[src/rtl/piece_ctrl_pkg.sv]
// Shared types and defaults for the active-piece controller.
//   shape_t    : the seven tetromino codes
//   orient_t   : clockwise orientation, UP=00 .. LEFT=11
//   pc_state_t : controller FSM states
//   cmd_kind_t : what produced the candidate currently being checked
// Helper functions implement the 8-bit shape LFSR (taps 8,6,5,4) and its raw shape mapping.
package piece_ctrl_pkg;

  localparam int unsigned BoardWDef = 10;
  localparam int unsigned BoardHDef = 20;

  typedef enum logic [2:0] {
    ShLine   = 3'd0,
    ShSquare = 3'd1,
    ShT      = 3'd2,
    ShL      = 3'd3,
    ShJ      = 3'd4,
    ShZ      = 3'd5,
    ShS      = 3'd6
  } shape_t;

  typedef enum logic [1:0] {
    OrUp    = 2'd0,
    OrRight = 2'd1,
    OrDown  = 2'd2,
    OrLeft  = 2'd3
  } orient_t;

  typedef enum logic [2:0] {
    StIdle,
    StSpawn,
    StCheck,
    StWait,
    StLock,
    StOver
  } pc_state_t;

  typedef enum logic [2:0] {
    KindSpawn,
    KindDown,
    KindLeft,
    KindRight,
    KindRot
  } cmd_kind_t;

  // Fibonacci LFSR, polynomial x^8 + x^6 + x^5 + x^4 + 1 (maximal length).
  function automatic logic [7:0] lfsr_step(input logic [7:0] v);
    return {v[6:0], v[7] ^ v[5] ^ v[4] ^ v[3]};
  endfunction

  // Low three bits select the shape; the unused code 7 folds onto 0..3 via bits [4:3].
  function automatic logic [2:0] lfsr_shape(input logic [7:0] v);
    return (v[2:0] == 3'b111) ? {1'b0, v[4:3]} : v[2:0];
  endfunction

endpackage

[src/rtl/piece_ctrl_if.sv]
// Candidate-check handshake between the piece controller and the collision checker.
//   chk_req     : candidate valid, held until chk_valid
//   cand_*      : candidate shape / orientation / column / row
//   chk_valid   : one-cycle response strobe from the checker
//   chk_fits    : qualified by chk_valid, 1 = candidate is collision-free
// Modports: master = piece controller, slave = collision checker.
interface piece_ctrl_if #(
  parameter int unsigned BOARD_W = 10,
  parameter int unsigned BOARD_H = 20
) ();

  logic                       chk_req;
  logic [2:0]                 cand_shape;
  logic [1:0]                 cand_orient;
  logic [$clog2(BOARD_W)-1:0] cand_x;
  logic [$clog2(BOARD_H)-1:0] cand_y;
  logic                       chk_valid;
  logic                       chk_fits;

  modport master (
    output chk_req,
    output cand_shape,
    output cand_orient,
    output cand_x,
    output cand_y,
    input  chk_valid,
    input  chk_fits
  );

  modport slave (
    input  chk_req,
    input  cand_shape,
    input  cand_orient,
    input  cand_x,
    input  cand_y,
    output chk_valid,
    output chk_fits
  );

endinterface

[src/rtl/piece_ctrl_shape_picker.sv]
// Pseudo-random shape source for new pieces.
//   clk, rst : clock, asynchronous active-high reset
//   next_i   : the shape on shape_o is consumed this cycle (spawn)
//   clr_i    : start of a new game
//   shape_o  : shape code 0..6 for the next spawn
// The LFSR free-runs every cycle. With SEVEN_BAG_EN defined, a used-code mask makes every
// run of seven consecutive spawns a permutation of all seven shapes.
module shape_picker
  import piece_ctrl_pkg::*;
#(
  parameter logic [7:0] LFSR_SEED = 8'hA5
) (
  input  logic       clk,
  input  logic       rst,
  input  logic       next_i,
  input  logic       clr_i,
  output logic [2:0] shape_o
);

  logic [7:0] lfsr_q;
  logic [2:0] raw_shape;

  always_ff @(posedge clk or posedge rst) begin
    if (rst) begin
      lfsr_q <= LFSR_SEED;
    end else begin
      lfsr_q <= lfsr_step(lfsr_q);
    end
  end

  assign raw_shape = lfsr_shape(lfsr_q);

`ifdef SEVEN_BAG_EN
  logic [6:0] used_q, used_d, used_upd;
  logic [2:0] pick, probe;
  logic       found;

  // Walk forward mod 7 from the raw pick to the first code not yet dealt in this bag.
  always_comb begin
    pick  = raw_shape;
    probe = '0;
    found = 1'b0;
    for (int unsigned k = 0; k < 7; k++) begin
      probe = 3'((32'(raw_shape) + k) % 32'd7);
      if (!found && !used_q[probe]) begin
        pick  = probe;
        found = 1'b1;
      end
    end
  end

  always_comb begin
    used_upd = used_q | (7'b1 << pick);
    used_d   = used_q;
    if (clr_i) begin
      used_d = '0;
    end else if (next_i) begin
      used_d = (used_upd == 7'h7F) ? 7'h00 : used_upd;
    end
  end

  always_ff @(posedge clk or posedge rst) begin
    if (rst) begin
      used_q <= '0;
    end else begin
      used_q <= used_d;
    end
  end

  assign shape_o = pick;
`else
  logic unused_bag;
  assign unused_bag = next_i ^ clr_i;
  assign shape_o    = raw_shape;
`endif

endmodule

[src/rtl/piece_ctrl.sv]
// Active-piece controller, upstream of the shape generator.
//   clk, reset               : clock, asynchronous active-high reset
//   start                    : leave IDLE/OVER and spawn a piece
//   mv_left/mv_right/rot     : player command pulses
//   grav_tick                : gravity pulse (one row down)
//   chk                      : candidate/collision-check handshake (master side)
//   cur_shape/cur_orient     : committed piece, feeds the shape generator
//   cur_x/cur_y              : committed position
//   lock                     : one-cycle pulse when the piece locks
//   game_over                : high from a failed spawn until start or reset
// Optional feature: SEVEN_BAG_EN selects 7-bag shape dealing in the picker.
module piece_ctrl
  import piece_ctrl_pkg::*;
#(
  parameter int unsigned BOARD_W   = BoardWDef,
  parameter int unsigned BOARD_H   = BoardHDef,
  parameter int unsigned SPAWN_X   = 3,
  parameter logic [7:0]  LFSR_SEED = 8'hA5
) (
  input  logic                       clk,
  input  logic                       reset,
  input  logic                       start,
  input  logic                       mv_left,
  input  logic                       mv_right,
  input  logic                       rot,
  input  logic                       grav_tick,
  piece_ctrl_if.master               chk,
  output logic [2:0]                 cur_shape,
  output logic [1:0]                 cur_orient,
  output logic [$clog2(BOARD_W)-1:0] cur_x,
  output logic [$clog2(BOARD_H)-1:0] cur_y,
  output logic                       lock,
  output logic                       game_over
);

  localparam int unsigned XW = $clog2(BOARD_W);
  localparam int unsigned YW = $clog2(BOARD_H);
  localparam logic [XW-1:0] SpawnX = XW'(SPAWN_X);
  localparam logic [YW-1:0] YMax   = YW'(BOARD_H - 1);

  pc_state_t       state_q, state_d;
  cmd_kind_t       kind_q, kind_d;
  logic [2:0]      cur_shape_q, cur_shape_d, cand_shape_q, cand_shape_d;
  logic [1:0]      cur_orient_q, cur_orient_d, cand_orient_q, cand_orient_d;
  logic [XW-1:0]   cur_x_q, cur_x_d, cand_x_q, cand_x_d;
  logic [YW-1:0]   cur_y_q, cur_y_d, cand_y_q, cand_y_d;
  logic            chk_req_q, chk_req_d;
  logic            lock_q, lock_d;
  logic            game_over_q, game_over_d;
  logic            pend_q, pend_d;
  logic            pick_next, pick_clr;
  logic [2:0]      pick_shape;

  shape_picker #(
    .LFSR_SEED (LFSR_SEED)
  ) u_picker (
    .clk     (clk),
    .rst     (reset),
    .next_i  (pick_next),
    .clr_i   (pick_clr),
    .shape_o (pick_shape)
  );

  always_comb begin
    state_d       = state_q;
    kind_d        = kind_q;
    cur_shape_d   = cur_shape_q;
    cur_orient_d  = cur_orient_q;
    cur_x_d       = cur_x_q;
    cur_y_d       = cur_y_q;
    cand_shape_d  = cand_shape_q;
    cand_orient_d = cand_orient_q;
    cand_x_d      = cand_x_q;
    cand_y_d      = cand_y_q;
    chk_req_d     = chk_req_q;
    lock_d        = 1'b0;
    game_over_d   = game_over_q;
    pend_d        = pend_q;
    pick_next     = 1'b0;
    pick_clr      = 1'b0;

    unique case (state_q)
      StIdle: begin
        if (start) begin
          pick_clr = 1'b1;
          state_d  = StSpawn;
        end
      end

      StSpawn: begin
        if (grav_tick) pend_d = 1'b1;
        pick_next     = 1'b1;
        cand_shape_d  = pick_shape;
        cand_orient_d = OrUp;
        cand_x_d      = SpawnX;
        cand_y_d      = '0;
        kind_d        = KindSpawn;
        chk_req_d     = 1'b1;
        state_d       = StCheck;
      end

      StCheck: begin
        if (grav_tick) pend_d = 1'b1;
        if (chk.chk_valid) begin
          chk_req_d = 1'b0;
          if (chk.chk_fits) begin
            cur_shape_d  = cand_shape_q;
            cur_orient_d = cand_orient_q;
            cur_x_d      = cand_x_q;
            cur_y_d      = cand_y_q;
            state_d      = StWait;
          end else if (kind_q == KindDown) begin
            lock_d  = 1'b1;
            state_d = StLock;
          end else if (kind_q == KindSpawn) begin
            game_over_d = 1'b1;
            state_d     = StOver;
          end else begin
            state_d = StWait;
          end
        end
      end

      StWait: begin
        // Candidate starts from the committed piece; only the commanded field changes.
        cand_shape_d  = cur_shape_q;
        cand_orient_d = cur_orient_q;
        cand_x_d      = cur_x_q;
        cand_y_d      = cur_y_q;
        if (grav_tick || pend_q) begin
          pend_d    = 1'b0;
          cand_y_d  = (cur_y_q == YMax) ? cur_y_q : cur_y_q + YW'(1);
          kind_d    = KindDown;
          chk_req_d = 1'b1;
          state_d   = StCheck;
        end else if (rot) begin
          cand_orient_d = cur_orient_q + 2'd1;
          kind_d        = KindRot;
          chk_req_d     = 1'b1;
          state_d       = StCheck;
        end else if (mv_left) begin
          // Left wall is resolved here; a move off column 0 never reaches the checker.
          if (cur_x_q != '0) begin
            cand_x_d  = cur_x_q - XW'(1);
            kind_d    = KindLeft;
            chk_req_d = 1'b1;
            state_d   = StCheck;
          end
        end else if (mv_right) begin
          cand_x_d  = cur_x_q + XW'(1);
          kind_d    = KindRight;
          chk_req_d = 1'b1;
          state_d   = StCheck;
        end
      end

      StLock: begin
        // Ticks owed to the locked piece are dropped; a tick arriving now counts for the next.
        pend_d  = grav_tick;
        state_d = StSpawn;
      end

      StOver: begin
        if (start) begin
          game_over_d = 1'b0;
          pick_clr    = 1'b1;
          state_d     = StSpawn;
        end
      end

      default: state_d = StIdle;
    endcase
  end

  always_ff @(posedge clk or posedge reset) begin
    if (reset) begin
      state_q       <= StIdle;
      kind_q        <= KindSpawn;
      cur_shape_q   <= '0;
      cur_orient_q  <= '0;
      cur_x_q       <= SpawnX;
      cur_y_q       <= '0;
      cand_shape_q  <= '0;
      cand_orient_q <= '0;
      cand_x_q      <= SpawnX;
      cand_y_q      <= '0;
      chk_req_q     <= 1'b0;
      lock_q        <= 1'b0;
      game_over_q   <= 1'b0;
      pend_q        <= 1'b0;
    end else begin
      state_q       <= state_d;
      kind_q        <= kind_d;
      cur_shape_q   <= cur_shape_d;
      cur_orient_q  <= cur_orient_d;
      cur_x_q       <= cur_x_d;
      cur_y_q       <= cur_y_d;
      cand_shape_q  <= cand_shape_d;
      cand_orient_q <= cand_orient_d;
      cand_x_q      <= cand_x_d;
      cand_y_q      <= cand_y_d;
      chk_req_q     <= chk_req_d;
      lock_q        <= lock_d;
      game_over_q   <= game_over_d;
      pend_q        <= pend_d;
    end
  end

  assign chk.chk_req     = chk_req_q;
  assign chk.cand_shape  = cand_shape_q;
  assign chk.cand_orient = cand_orient_q;
  assign chk.cand_x      = cand_x_q;
  assign chk.cand_y      = cand_y_q;

  assign cur_shape  = cur_shape_q;
  assign cur_orient = cur_orient_q;
  assign cur_x      = cur_x_q;
  assign cur_y      = cur_y_q;
  assign lock       = lock_q;
  assign game_over  = game_over_q;

endmodule

[src/flat_wrapper.sv]
// flat-port wrapper written by rule: the top's interface ports become plain ports
module piece_ctrl_flat import piece_ctrl_pkg::*;
#(
  parameter int unsigned BOARD_W   = BoardWDef,
  parameter int unsigned BOARD_H   = BoardHDef,
  parameter int unsigned SPAWN_X   = 3,
  parameter logic [7:0]  LFSR_SEED = 8'hA5
)
  (clk, reset, start, mv_left, mv_right, rot, grav_tick, cur_shape, cur_orient, cur_x, cur_y, lock, game_over, chk_chk_req, chk_cand_shape, chk_cand_orient, chk_cand_x, chk_cand_y, chk_chk_valid, chk_chk_fits);
  piece_ctrl_if #(.BOARD_W(BOARD_W), .BOARD_H(BOARD_H)) chk_i ();
  input  logic clk;
  input  logic reset;
  input  logic start;
  input  logic mv_left;
  input  logic mv_right;
  input  logic rot;
  input  logic grav_tick;
  output logic [2:0] cur_shape;
  output logic [1:0] cur_orient;
  output logic [$clog2(BOARD_W)-1:0] cur_x;
  output logic [$clog2(BOARD_H)-1:0] cur_y;
  output logic lock;
  output logic game_over;
  output wire logic [$bits(chk_i.chk_req)-1:0] chk_chk_req;
  output wire logic [$bits(chk_i.cand_shape)-1:0] chk_cand_shape;
  output wire logic [$bits(chk_i.cand_orient)-1:0] chk_cand_orient;
  output wire logic [$bits(chk_i.cand_x)-1:0] chk_cand_x;
  output wire logic [$bits(chk_i.cand_y)-1:0] chk_cand_y;
  input wire logic [$bits(chk_i.chk_valid)-1:0] chk_chk_valid;
  input wire logic [$bits(chk_i.chk_fits)-1:0] chk_chk_fits;
  assign chk_chk_req = chk_i.chk_req;
  assign chk_cand_shape = chk_i.cand_shape;
  assign chk_cand_orient = chk_i.cand_orient;
  assign chk_cand_x = chk_i.cand_x;
  assign chk_cand_y = chk_i.cand_y;
  assign chk_i.chk_valid = chk_chk_valid;
  assign chk_i.chk_fits = chk_chk_fits;
  piece_ctrl #(.BOARD_W(BOARD_W), .BOARD_H(BOARD_H), .SPAWN_X(SPAWN_X), .LFSR_SEED(LFSR_SEED)) u_core (.clk(clk), .reset(reset), .start(start), .mv_left(mv_left), .mv_right(mv_right), .rot(rot), .grav_tick(grav_tick), .chk(chk_i), .cur_shape(cur_shape), .cur_orient(cur_orient), .cur_x(cur_x), .cur_y(cur_y), .lock(lock), .game_over(game_over));
endmodule
[config.mk]
export PLATFORM = sky130hd
export DESIGN_NAME = piece_ctrl_flat
export DESIGN_NICKNAME = d
export VERILOG_FILES = /design/src/rtl/piece_ctrl_pkg.sv /design/src/rtl/piece_ctrl_if.sv /design/src/rtl/piece_ctrl_shape_picker.sv /design/src/rtl/piece_ctrl.sv /design/src/flat_wrapper.sv
export SDC_FILE = /design/constraint.sdc
export NUM_CORES = 1
export LEC_CHECK = 0
export ABC_AREA = 1
export CELL_PAD_IN_SITES_DETAIL_PLACEMENT = 1
export CELL_PAD_IN_SITES_GLOBAL_PLACEMENT = 1
export CORE_ASPECT_RATIO = 0.6
export CORE_MARGIN = 1
export CORE_UTILIZATION = 36
export CTS_BUF_LIST = sky130_fd_sc_hd__clkbuf_16
export DETAILED_ROUTE_END_ITERATION = 6
export GPL_ROUTABILITY_DRIVEN = 0
export GPL_TIMING_DRIVEN = 1
export MAX_ROUTING_LAYER = met4
export PLACE_DENSITY_LB_ADDON = 0.1
export SYNTH_ARGS = -nofsm -noshare
export SYNTH_HDL_FRONTEND = slang
export SYNTH_SLANG_ARGS = --single-unit
export TNS_END_PERCENT = 20
[constraint.sdc]
create_clock -name clk -period 1.52 [get_ports clk]
set_input_delay 0.304 -clock clk [delete_from_list [all_inputs] [get_ports clk]]
set_output_delay 0.304 -clock clk [all_outputs]
set_load 0.01 [all_outputs]
==> impl_metrics.ini <==
[cts]
numCtsBuffers = 5
htree_levels = 2
cts-root-buf = clkbuf_16
clk_pin_slew_worst_paths_ps = 60
tritoncts = yes
clk_latency_ps = 280
postCtsHoldBufs = 0
clock_sinks = 46
clockBufferDepth = 2

[timing]
finalCriticalPeriod_ps = 1490
rsz0062_at_grt = true
fin_hold_ws_ps = 351
maxSlewHeadroom_pct = 80.2
worst_slew_pin_slew_ps = 297
fin_skew_ps = 4.87
hold_viol_final = 0
slew_violations = 0
setup_violations = 0
fin_crit_sh_pct = 98.1
fmax_mhz = 671

[grt]
antenna_found_initial = 0
grt-ovfl-total = 0
grt_pass1_wl_mm = 10.3
grt_pass1_vias = 2021
track_usage_pct = 20.0
grt_max_degree = 47

[worst_setup_path]
crit_chain = clkdlybuf4s50_1
cp_slowest_cell = clkdlybuf4s50_1
path_buf_inv = 1
critical_path_arrival_ps = 1190
crit_fanout = 2
worstPathRequired_ps = 1220
crit_path_max_incr_delay_ps = 540
cp_top_family = buffers and inverters
crit_path_end_kind = output pin
critPathKind = reg2out
setup.worst_path.start_class = register

[placement]
dp_hpwl_mm = 4.25
port_buffers = 39
place_inst = 402
place_area_sq_um = 2960

[cells_and_area]
finalInstanceArea_sq_um = 3140
finalNetCount = 337
nFillCells = 749
n_antenna_cell = 0
syn_to_final_growth_pct = 33.6
fin_util_pct = 50.5
stdcell_count = 410
drive_above_1_share_pct = 21.2

[synth]
yosysSeqAreaShare_pct = 49.3
synth_commonest_cells = 64 x nand2_1, 38 x dfrtp_1, 33 x inv_1, 18 x nand3_1, 17 x nor2_1
synth_area_leaders = dfrtp_1 40%, nand2_1 10%, dfstp_2 8.9%
syn_inst = 266
syn_area_sq_um = 2350
ys_warn_count = 0
synth_top_area_share_pct = 40.4
synth_top_flop_cell = dfrtp_1
ys_seq_elements = 46
async_flop_share_pct = 100
synthDistinctLibCells = 32
synth_nets = 278
yosysTopAreaCell = dfrtp_1
yosysMostFrequentCell = nand2_1
syn_avg_cell_area_sq_um = 8.85
synth_edf_count = 0

[routing]
vias_per_cell = 4.76
postRouteAntennaNets = 0
drc = 0
wire_per_inst_um = 14.4
drt_iter0_drc = 44
vias = 1951
wl_mm = 5.92
drtPass1Iterations = 4

[power]
total_power_mw = 5.96
leakage_nw = 1.59
ir_drop_mv = 0.653
p_per_area_nw_per_um2 = 1900

[die]
num_rows = 22
fp.dieH_um = 64.6
design.portCount = 40
fp.dieArea_sq_um = 6880
start_util_pct = 37.8
die_w_um = 106
core_sq_um = 6220

[min_path]
hold_class = reg2reg

[flow_run]
maxCapViolations = 0

[status]
status = completed
==> sequential cells by signal, indices dropped and copies added, names as in the netlist, 2 cells and up <==
register and cells:
u_core.u_picker.lfsr_q 8, u_core.chk.cand_y 5, u_core.cur_y 5, u_core.chk.cand_x 4, u_core.cur_x 4, u_core.chk.cand_shape 3
u_core.cur_shape 3, u_core.kind_q 3, u_core.state_q 3, u_core.chk.cand_orient 2, u_core.cur_orient 2
==> layout by cell type, fill, tap and decap left out, drive strengths merged, types with 8 or more instances in the layout <==
cell	n
clkdlybuf4s50	15
buf	17
nand3	22
nand2	67
dlygate4sd2	17
nor2	20
dfstp	8
a21oi	16
inv	38
dfrtp	38
o21ai	24
==> logic make-up (layout without fill, tap and decap cells) <==
family	Yosys count	count (layout)	synth area share [%]
AND/OR/NAND/NOR	118	118	25.0
AO/OA/AOI/OAI	52	52	14.1
flip-flops	46	46	49.3
buffers and inverters	41	101	7.71
XOR/XNOR	6	6	2.23
adder cells (fa/ha/maj)	3	3	1.60
==> timing repair <==
item	in CTS	in global routing
buffers inserted	0	0
pin swaps	0	1
endpoints found under the setup margin	17	17
gates resized for setup	19	10
==> per-layer routing <==
layer,track usage [%],share of wire (%)
met5,-,0
met4,4.17,0.64
met3,3.62,2.9
met1,28.5,55
met2,29.8,42
==> per-stage QoR <==
step                      TNS [ps]  worst slack [ps]
after floorplan                  0              30.7
after global placement       -1040              -109
after detailed placement     -1640              -146
after CTS                        0              7.86
after global routing         -28.9             -28.9
final                            0              28.8
==> cell type report <==
type / instances / area, sq um / area share [%]
clock buffers: 5 / 125 / 3.98
clock inverters: 3 / 41.3 / 1.31
repair buffers: 56 / 539 / 17.2
inverters: 37 / 139 / 4.42
well taps: 84 / 105 / 3.34
flip-flops and latches: 46 / 1160 / 37.0
multi-input cells: 179 / 1030 / 32.8
==> final timing paths <==
kind	to	cells after the start	slack (ps)	start
min in group asynchronous	u_core.state_q[1]	3	370	reset
max reg2reg	u_core.state_q[0]	8	120	u_core.cur_x[0]
max	chk_chk_req	1	30	u_core.chk.chk_req
min reg2reg	u_core.u_picker.lfsr_q[7]	0	350	u_core.u_picker.lfsr_q[6]
min	u_core.u_picker.lfsr_q[7]	0	350	u_core.u_picker.lfsr_q[6]
max in group asynchronous	u_core.chk.cand_x[0]	3	860	reset
==> power by group <==
| part | switching (mW) | internal (mW) |
|---|---|---|
| Sequential | 0.363 | 1.66 |
| Combinational | 1.55 | 1.16 |
| Clock | 0.468 | 0.770 |
(Power assumes the default switching activity.)
